### src/rtl/qspi_fill_arbiter.sv
`default_nettype none
// ============================================================================
// Module   : qspi_fill_arbiter
// Brief    : Round-robin arbiter/sequencer sharing one QSPI flash burst
//            reader between an instruction-side and a data-side line-fill
//            requester. Grants for a whole burst, issues start + address,
//            steers returned words to the owner and signals completion.
// Options  : define FILL_ARB_TIMEOUT_EN to build the stall timeout that
//            aborts a burst after TIMEOUT consecutive word-less XFER cycles.
// Revision : 1.0 - initial release
// ============================================================================
module qspi_fill_arbiter #(
  parameter int WORDS   = 4,
  parameter int TIMEOUT = 255
) (
  input  logic        HCLK,
  input  logic        HRESET,
  input  logic        r0_req,
  input  logic [23:0] r0_addr,
  input  logic        r1_req,
  input  logic [23:0] r1_addr,
  output logic        r0_valid,
  output logic [31:0] r0_rdata,
  output logic        r0_done,
  output logic        r0_err,
  output logic        r1_valid,
  output logic [31:0] r1_rdata,
  output logic        r1_done,
  output logic        r1_err,
  output logic        fr_start,
  output logic [23:0] fr_addr,
  output logic        fr_abort,
  input  logic        fr_wvalid,
  input  logic [31:0] fr_wdata,
  input  logic        fr_done
);

  localparam int c_cnt_w = $clog2(WORDS + 1);
  localparam logic [c_cnt_w-1:0] c_words = c_cnt_w'(WORDS);

  typedef enum logic [1:0] {
    ST_IDLE  = 2'd0,
    ST_START = 2'd1,
    ST_XFER  = 2'd2,
    ST_DONE  = 2'd3
  } state_t;

  state_t              state_q, state_d;
  logic                owner_q, owner_d;   // 0: r0 owns the reader, 1: r1
  logic                last_q, last_d;     // requester granted most recently
  logic [23:0]         fr_addr_q, fr_addr_d;
  logic [c_cnt_w-1:0]  cnt_q, cnt_d;       // words forwarded in this burst

  logic                r0_valid_q, r1_valid_q;
  logic [31:0]         r0_rdata_q, r1_rdata_q;
  logic                r0_done_q, r1_done_q;
  logic                fr_start_q;

  logic                w_pick1;   // arbitration result if a grant happens now
  logic                w_fwd;     // current strobe is delivered to the owner
  logic                w_end;     // burst ends at this edge
  logic                w_expire;  // stall timeout reached this cycle

  // Parameter sanity check at elaboration time.
  if (WORDS < 1 || TIMEOUT < 2) begin : g_param_check
    $error("qspi_fill_arbiter: WORDS must be >= 1 and TIMEOUT >= 2");
  end

  // r1 wins when it is alone, or on a tie when r0 was the last one served.
  assign w_pick1 = r1_req & (~r0_req | ~last_q);
  assign w_fwd   = (state_q == ST_XFER) & fr_wvalid & (cnt_q < c_words);
  assign w_end   = (state_q == ST_XFER) & (state_d == ST_DONE);

  // Next-state logic for the burst sequencer.
  always_comb begin
    state_d   = state_q;
    owner_d   = owner_q;
    last_d    = last_q;
    fr_addr_d = fr_addr_q;
    cnt_d     = cnt_q;
    case (state_q)
      ST_IDLE: begin
        if (r0_req | r1_req) begin
          state_d   = ST_START;
          owner_d   = w_pick1;
          last_d    = w_pick1;
          fr_addr_d = w_pick1 ? r1_addr : r0_addr;
        end
      end
      ST_START: begin
        cnt_d   = '0;
        state_d = ST_XFER;
      end
      ST_XFER: begin
        if (w_fwd) begin
          cnt_d = cnt_q + 1'b1;
        end
        // A coincident fr_done wins over expiry; both lead to DONE and the
        // abort flag below is qualified with ~fr_done.
        if (fr_done | w_expire) begin
          state_d = ST_DONE;
        end
      end
      ST_DONE: begin
        state_d = ST_IDLE;
      end
      default: begin
        state_d = ST_IDLE;
      end
    endcase
  end

  // Sequencer state, grant bookkeeping and latched burst address.
  always_ff @(posedge HCLK or posedge HRESET) begin
    if (HRESET) begin
      state_q   <= ST_IDLE;
      owner_q   <= 1'b0;
      last_q    <= 1'b1;
      fr_addr_q <= '0;
      cnt_q     <= '0;
    end else begin
      state_q   <= state_d;
      owner_q   <= owner_d;
      last_q    <= last_d;
      fr_addr_q <= fr_addr_d;
      cnt_q     <= cnt_d;
    end
  end

  // Registered requester-facing strobes, data and the reader start pulse.
  always_ff @(posedge HCLK or posedge HRESET) begin
    if (HRESET) begin
      r0_valid_q <= 1'b0;
      r1_valid_q <= 1'b0;
      r0_rdata_q <= '0;
      r1_rdata_q <= '0;
      r0_done_q  <= 1'b0;
      r1_done_q  <= 1'b0;
      fr_start_q <= 1'b0;
    end else begin
      r0_valid_q <= w_fwd & ~owner_q;
      r1_valid_q <= w_fwd & owner_q;
      if (w_fwd & ~owner_q) begin
        r0_rdata_q <= fr_wdata;
      end
      if (w_fwd & owner_q) begin
        r1_rdata_q <= fr_wdata;
      end
      r0_done_q  <= w_end & ~owner_q;
      r1_done_q  <= w_end & owner_q;
      fr_start_q <= (state_d == ST_START);
    end
  end

`ifdef FILL_ARB_TIMEOUT_EN
  localparam int c_to_w = $clog2(TIMEOUT + 1);
  localparam logic [c_to_w-1:0] c_to_last = c_to_w'(TIMEOUT - 1);

  logic [c_to_w-1:0] to_cnt_q, to_cnt_d;
  logic              r0_err_q, r1_err_q, fr_abort_q;
  logic              w_abort;

  // Expiry is the cycle that would make the idle run reach TIMEOUT.
  assign w_expire = (state_q == ST_XFER) & ~fr_wvalid & (to_cnt_q == c_to_last);
  assign w_abort  = w_expire & ~fr_done;

  // Count consecutive XFER cycles without a reader strobe.
  always_comb begin
    to_cnt_d = to_cnt_q;
    if (state_q == ST_START) begin
      to_cnt_d = '0;
    end else if (state_q == ST_XFER) begin
      to_cnt_d = fr_wvalid ? '0 : to_cnt_q + 1'b1;
    end
  end

  // Timeout counter and the abort/error pulses issued with DONE.
  always_ff @(posedge HCLK or posedge HRESET) begin
    if (HRESET) begin
      to_cnt_q   <= '0;
      fr_abort_q <= 1'b0;
      r0_err_q   <= 1'b0;
      r1_err_q   <= 1'b0;
    end else begin
      to_cnt_q   <= to_cnt_d;
      fr_abort_q <= w_abort;
      r0_err_q   <= w_abort & ~owner_q;
      r1_err_q   <= w_abort & owner_q;
    end
  end

  assign fr_abort = fr_abort_q;
  assign r0_err   = r0_err_q;
  assign r1_err   = r1_err_q;
`else
  assign w_expire = 1'b0;
  assign fr_abort = 1'b0;
  assign r0_err   = 1'b0;
  assign r1_err   = 1'b0;
`endif

  assign r0_valid = r0_valid_q;
  assign r1_valid = r1_valid_q;
  assign r0_rdata = r0_rdata_q;
  assign r1_rdata = r1_rdata_q;
  assign r0_done  = r0_done_q;
  assign r1_done  = r1_done_q;
  assign fr_start = fr_start_q;
  assign fr_addr  = fr_addr_q;

endmodule
`default_nettype wire

### config.mk
export PLATFORM = sky130hd
export DESIGN_NAME = qspi_fill_arbiter
export DESIGN_NICKNAME = d
export VERILOG_FILES = /design/src/rtl/qspi_fill_arbiter.sv
export SDC_FILE = /design/constraint.sdc
export NUM_CORES = 1
export LEC_CHECK = 0
export CAP_MARGIN = 20
export CORE_MARGIN = 2
export CORE_UTILIZATION = 45
export DETAILED_ROUTE_END_ITERATION = 10
export GPL_TIMING_DRIVEN = 0
export MAX_ROUTING_LAYER = met4
export PLACE_DENSITY = 0.88
export REMOVE_ABC_BUFFERS = 1
export SETUP_SLACK_MARGIN = 0.4
export SYNTH_ARGS = -nofsm -noshare
export SYNTH_HDL_FRONTEND = slang
export SYNTH_SLANG_ARGS = --single-unit
export TNS_END_PERCENT = 100
### constraint.sdc
create_clock -name HCLK -period 7.6 [get_ports HCLK]
set_clock_uncertainty 0.1 [all_clocks]
set_input_delay 1.9 -clock HCLK [delete_from_list [all_inputs] [get_ports HCLK]]
set_output_delay 1.9 -clock HCLK [all_outputs]
set_load 0.05 [all_outputs]
==> flow_summary_export.csv <==
group,metric,value,unit
critical_path,r2r_cells,5,
critical_path,cp_max_fo,33,
floorplanning,io_pins,182,
final_layout,fillers,661,
worst_hold_path,min_from,"r0_rdata[5]",
floorplanning,rows,35,
drt,vias,3078,
final_layout,final_cells,605,
sta,fmax,0.270,GHz
global_routing,groute.usage.overall,0.206,
power,p_leak,2.76,nW
worst_hold_path,hold_path_end,"r0_rdata[5]",
floorplanning,initial_core_util,0.458,
critical_path,worst_setup_path_start_kind,"input pin",
global_routing,grt_busiest_layer,"met2",
floorplanning,die-area,10100,um^2
yosys,syn_area_per_cell,13.2,um^2
sta,tightestPinTransition,1080,ps
global_routing,grt_pass1_wl,15800,um
clocking,ctsResizeCount,0,
clocking,cts_tree,"done",
critical_path,worst_r2r_endpoint,"r0_rdata[21]",
drt,post_drt_wl_per_cell,16.4,um
critical_path,critPathArrivalTime,3840,ps
final_layout,area_growth,48.6,%
drt,drtIter0Drc,83,
yosys,seq_area_frac_synth,0.601,
critical_path,crit_path_end_kind,"flop",
final_layout,n_antenna_cell,0,
power,p_total,0.00330,W
global_routing,gr-usage-met2,0.332,
sta,setup_viol,0,
yosys,yosys_register_bits,100,
sta,slew_headroom,0.273,
power,vdd_drop_max,341,uV
status,status,"completed",
sta,period_minus_slack,3710,ps
sta,period_share,0.488,
sta,hold_viol,0,
global_routing,first_global_vias,3188,
clocking,cts_setup_buffers,0,
drt,drt_pre_antenna_iters,4,
power,p_comb_frac,0.606,
floorplanning,fp.dieW,100,um
critical_path,required,7730,ps
placed_design,place_ws,3500,ps
final_layout,nNetsFinal,580,
sta,setup-tns-final,0,ps
critical_path,r2r-start,"state_q[0]",
global_routing,grt_max_degree,64,
clocking,h-tree-depth,3,
clocking,root_buffer,"clkbuf_8",
clocking,clkTransAtPathRegs,90,ps
drt,drc_errors,0,
yosys,ys_types,31,
critical_path,path_class,"input pin to flop",
placed_design,gp_congestion,0.788,
worst_hold_path,hold_path_depth,1,
global_routing,antenna_found_initial,0,
placed_design,hpwlAfterDp,7150,um
clocking,clkSinkCount,100,
floorplanning,die_y,100,um
yosys,synth_warnings,0,
global_routing,use_met3,0.0467,
run,drv_cap,0,
clocking,cts_buffer_depth,2,
global_routing,grt-ovfl-total,0,
power,p_int,0.00171,W
drt,via_per_inst,5.09,
final_layout,layout-drive-gt1-share,0.176,
worst_hold_path,holdCritPathClass,"flop to flop",
power,seq_power_share,0.287,
critical_path,critPathMaxStageDelay,760,ps
clocking,numCtsBuffers,9,
yosys,syn_inst,316,
sta,fin_ws,3890,ps
drt,antenna_left,0,
critical_path,path_cells,"clkdlybuf4s50_1 -> nand3b_2 -> nor2_4 -> mux2_2",
power,clkPwrFrac,0.107,
drt,wirelength,9930,um
placed_design,place_inst,589,
placed_design,portBuffers,178,
sta,rsz0062_at_grt,"no",
sta,slew_viol_final,0,
power,pwr_density_cell,533,nW/um^2
yosys,netlist_area,4170,um^2
critical_path,critPathSlowestCell,"nor2_4",
critical_path,ff2ff_setup_slack,5050,ps
clocking,clock_latency,350,ps
clocking,holdBufCountCts,0,
power,netSwitchingFraction,0.483,
power,p_sw,0.00159,W
global_routing,met1_usage,0.260,
floorplanning,core_region_area,9110,um^2
-- layout make-up --
| cell class | count | area, um^2 | share of cell area |
|---|---|---|---|
| Clock buffer | 10 | 138 | 0.0222 |
| Timing Repair Buffer | 179 | 1810 | 0.292 |
| Tap cell | 111 | 139 | 0.0224 |
| Inverter | 5 | 21.3 | 0.00343 |
| Sequential cell | 100 | 2500 | 0.404 |
| Multi-Input combinational cell | 194 | 1510 | 0.244 |
| Clock inverter | 6 | 71.3 | 0.0115 |
-- power by group through the flow --
stage	logic, W	registers (W)	clock network (W)
4_1_cts	0.00201	0.000952	0.000362
6_report	0.00200	0.000948	0.000352
2_1_floorplan	0.000478	0.00180	0
3_3_place_gp	0.00197	0.000940	0
5_1_grt	0.00208	0.000984	0.000381
3_5_place_dp	0.00200	0.000963	0
-- worst max-delay path: cells and delay by family --
family	cells	cell delay [ps]
mux	1	430
buf+inv	1	560
simple gates	2	920
-- placed cells by master, fill, tap and decap left out, types with 2 or more instances in the layout --
cell / synthesis / routed
nor3_1: 3 / 3
ha_1: 5 / 5
dfrtp_1: 99 / 99
mux2_1: 2 / 2
nor2_1: 28 / 28
nand3_1: 3 / 3
nand2_1: 25 / 25
o21ai_0: 2 / 2
mux2_2: 33 / 33
a21oi_1: 49 / 49
clkbuf_8: 0 / 10
conb_1: 1 / 3
clkdlybuf4s50_1: 0 / 178
mux2_4: 29 / 29
inv_1: 5 / 4
-- through the flow --
stage | utilization | instance area [um^2] | hold WS (ps)
2_1_floorplan | - | 4030 | 365
3_3_place_gp | 0.654 | 5950 | 367
3_5_place_dp | 0.657 | 5980 | 391
4_1_cts | 0.680 | 6190 | 416
5_1_grt | 0.680 | 6190 | 430
6_report | 0.680 | 6190 | 411
-- sequential cells by signal (all words and copies together) (netlist names) --
signal / flops
r1_done: 1
cnt_q: 3
r0_valid: 1
r1_valid: 1
state_q: 2
r1_rdata: 32
fr_start: 1
r0_done: 1
r0_rdata: 32
last_q: 1
fr_addr: 24
owner_q: 1
-- metal layers --
layer | wire, um | vias up
met5 | 0 | -
li1 | - | 1422
met3 | 780 | 10
met1 | 4160 | 1494
met4 | 129 | 0
met2 | 4860 | 152
-- how the worst max path moves through the flow --
stage,from,to,slack [ps]
after CTS,fr_wvalid,r0_rdata[21],3880
after global routing,fr_wvalid,r0_rdata[21],3780
after floorplan,HRESET,cnt_q[0],2980
after global placement,HRESET,r0_rdata[10],1610
final,fr_wvalid,r0_rdata[21],3890
after detailed placement,fr_wvalid,r0_rdata[11],3500
-- Yosys cell counts, drive strengths merged --
cell	count	area [um^2]
nand3	3	15.0
conb	1	3.75
a21oi	49	245
a31oi	1	6.26
a21bo	1	10.0
nor2	29	116
nor3	3	15.0
a21boi	1	11.3
a22o	1	8.76
o21a	1	7.51
nand2b	1	6.26
a32o	1	10.0
dfrtp	99	2480
inv	5	18.8
ha	5	62.6
nand3b	1	11.3
clkbuf	3	12.5
mux2	64	830
o21ai	3	18.8
dfstp	1	26.3
nand2	25	93.8
a31o	1	8.76
buf	16	130
nand4b	1	23.8
-- cells by family (layout without fill, tap and decap cells) --
family,count (synthesis),in the layout,share of synthesized area
AOI/OAI and AO/OA,59,59,0.0783
and+or+nand+nor,63,63,0.0675
adders and majority gates,5,5,0.0150
muxes,64,64,0.199
buffers and inverters,24,200,0.0387
DFF,100,100,0.601
other,1,3,0.000899
Note: power is estimated with default switching activity, not from simulation.
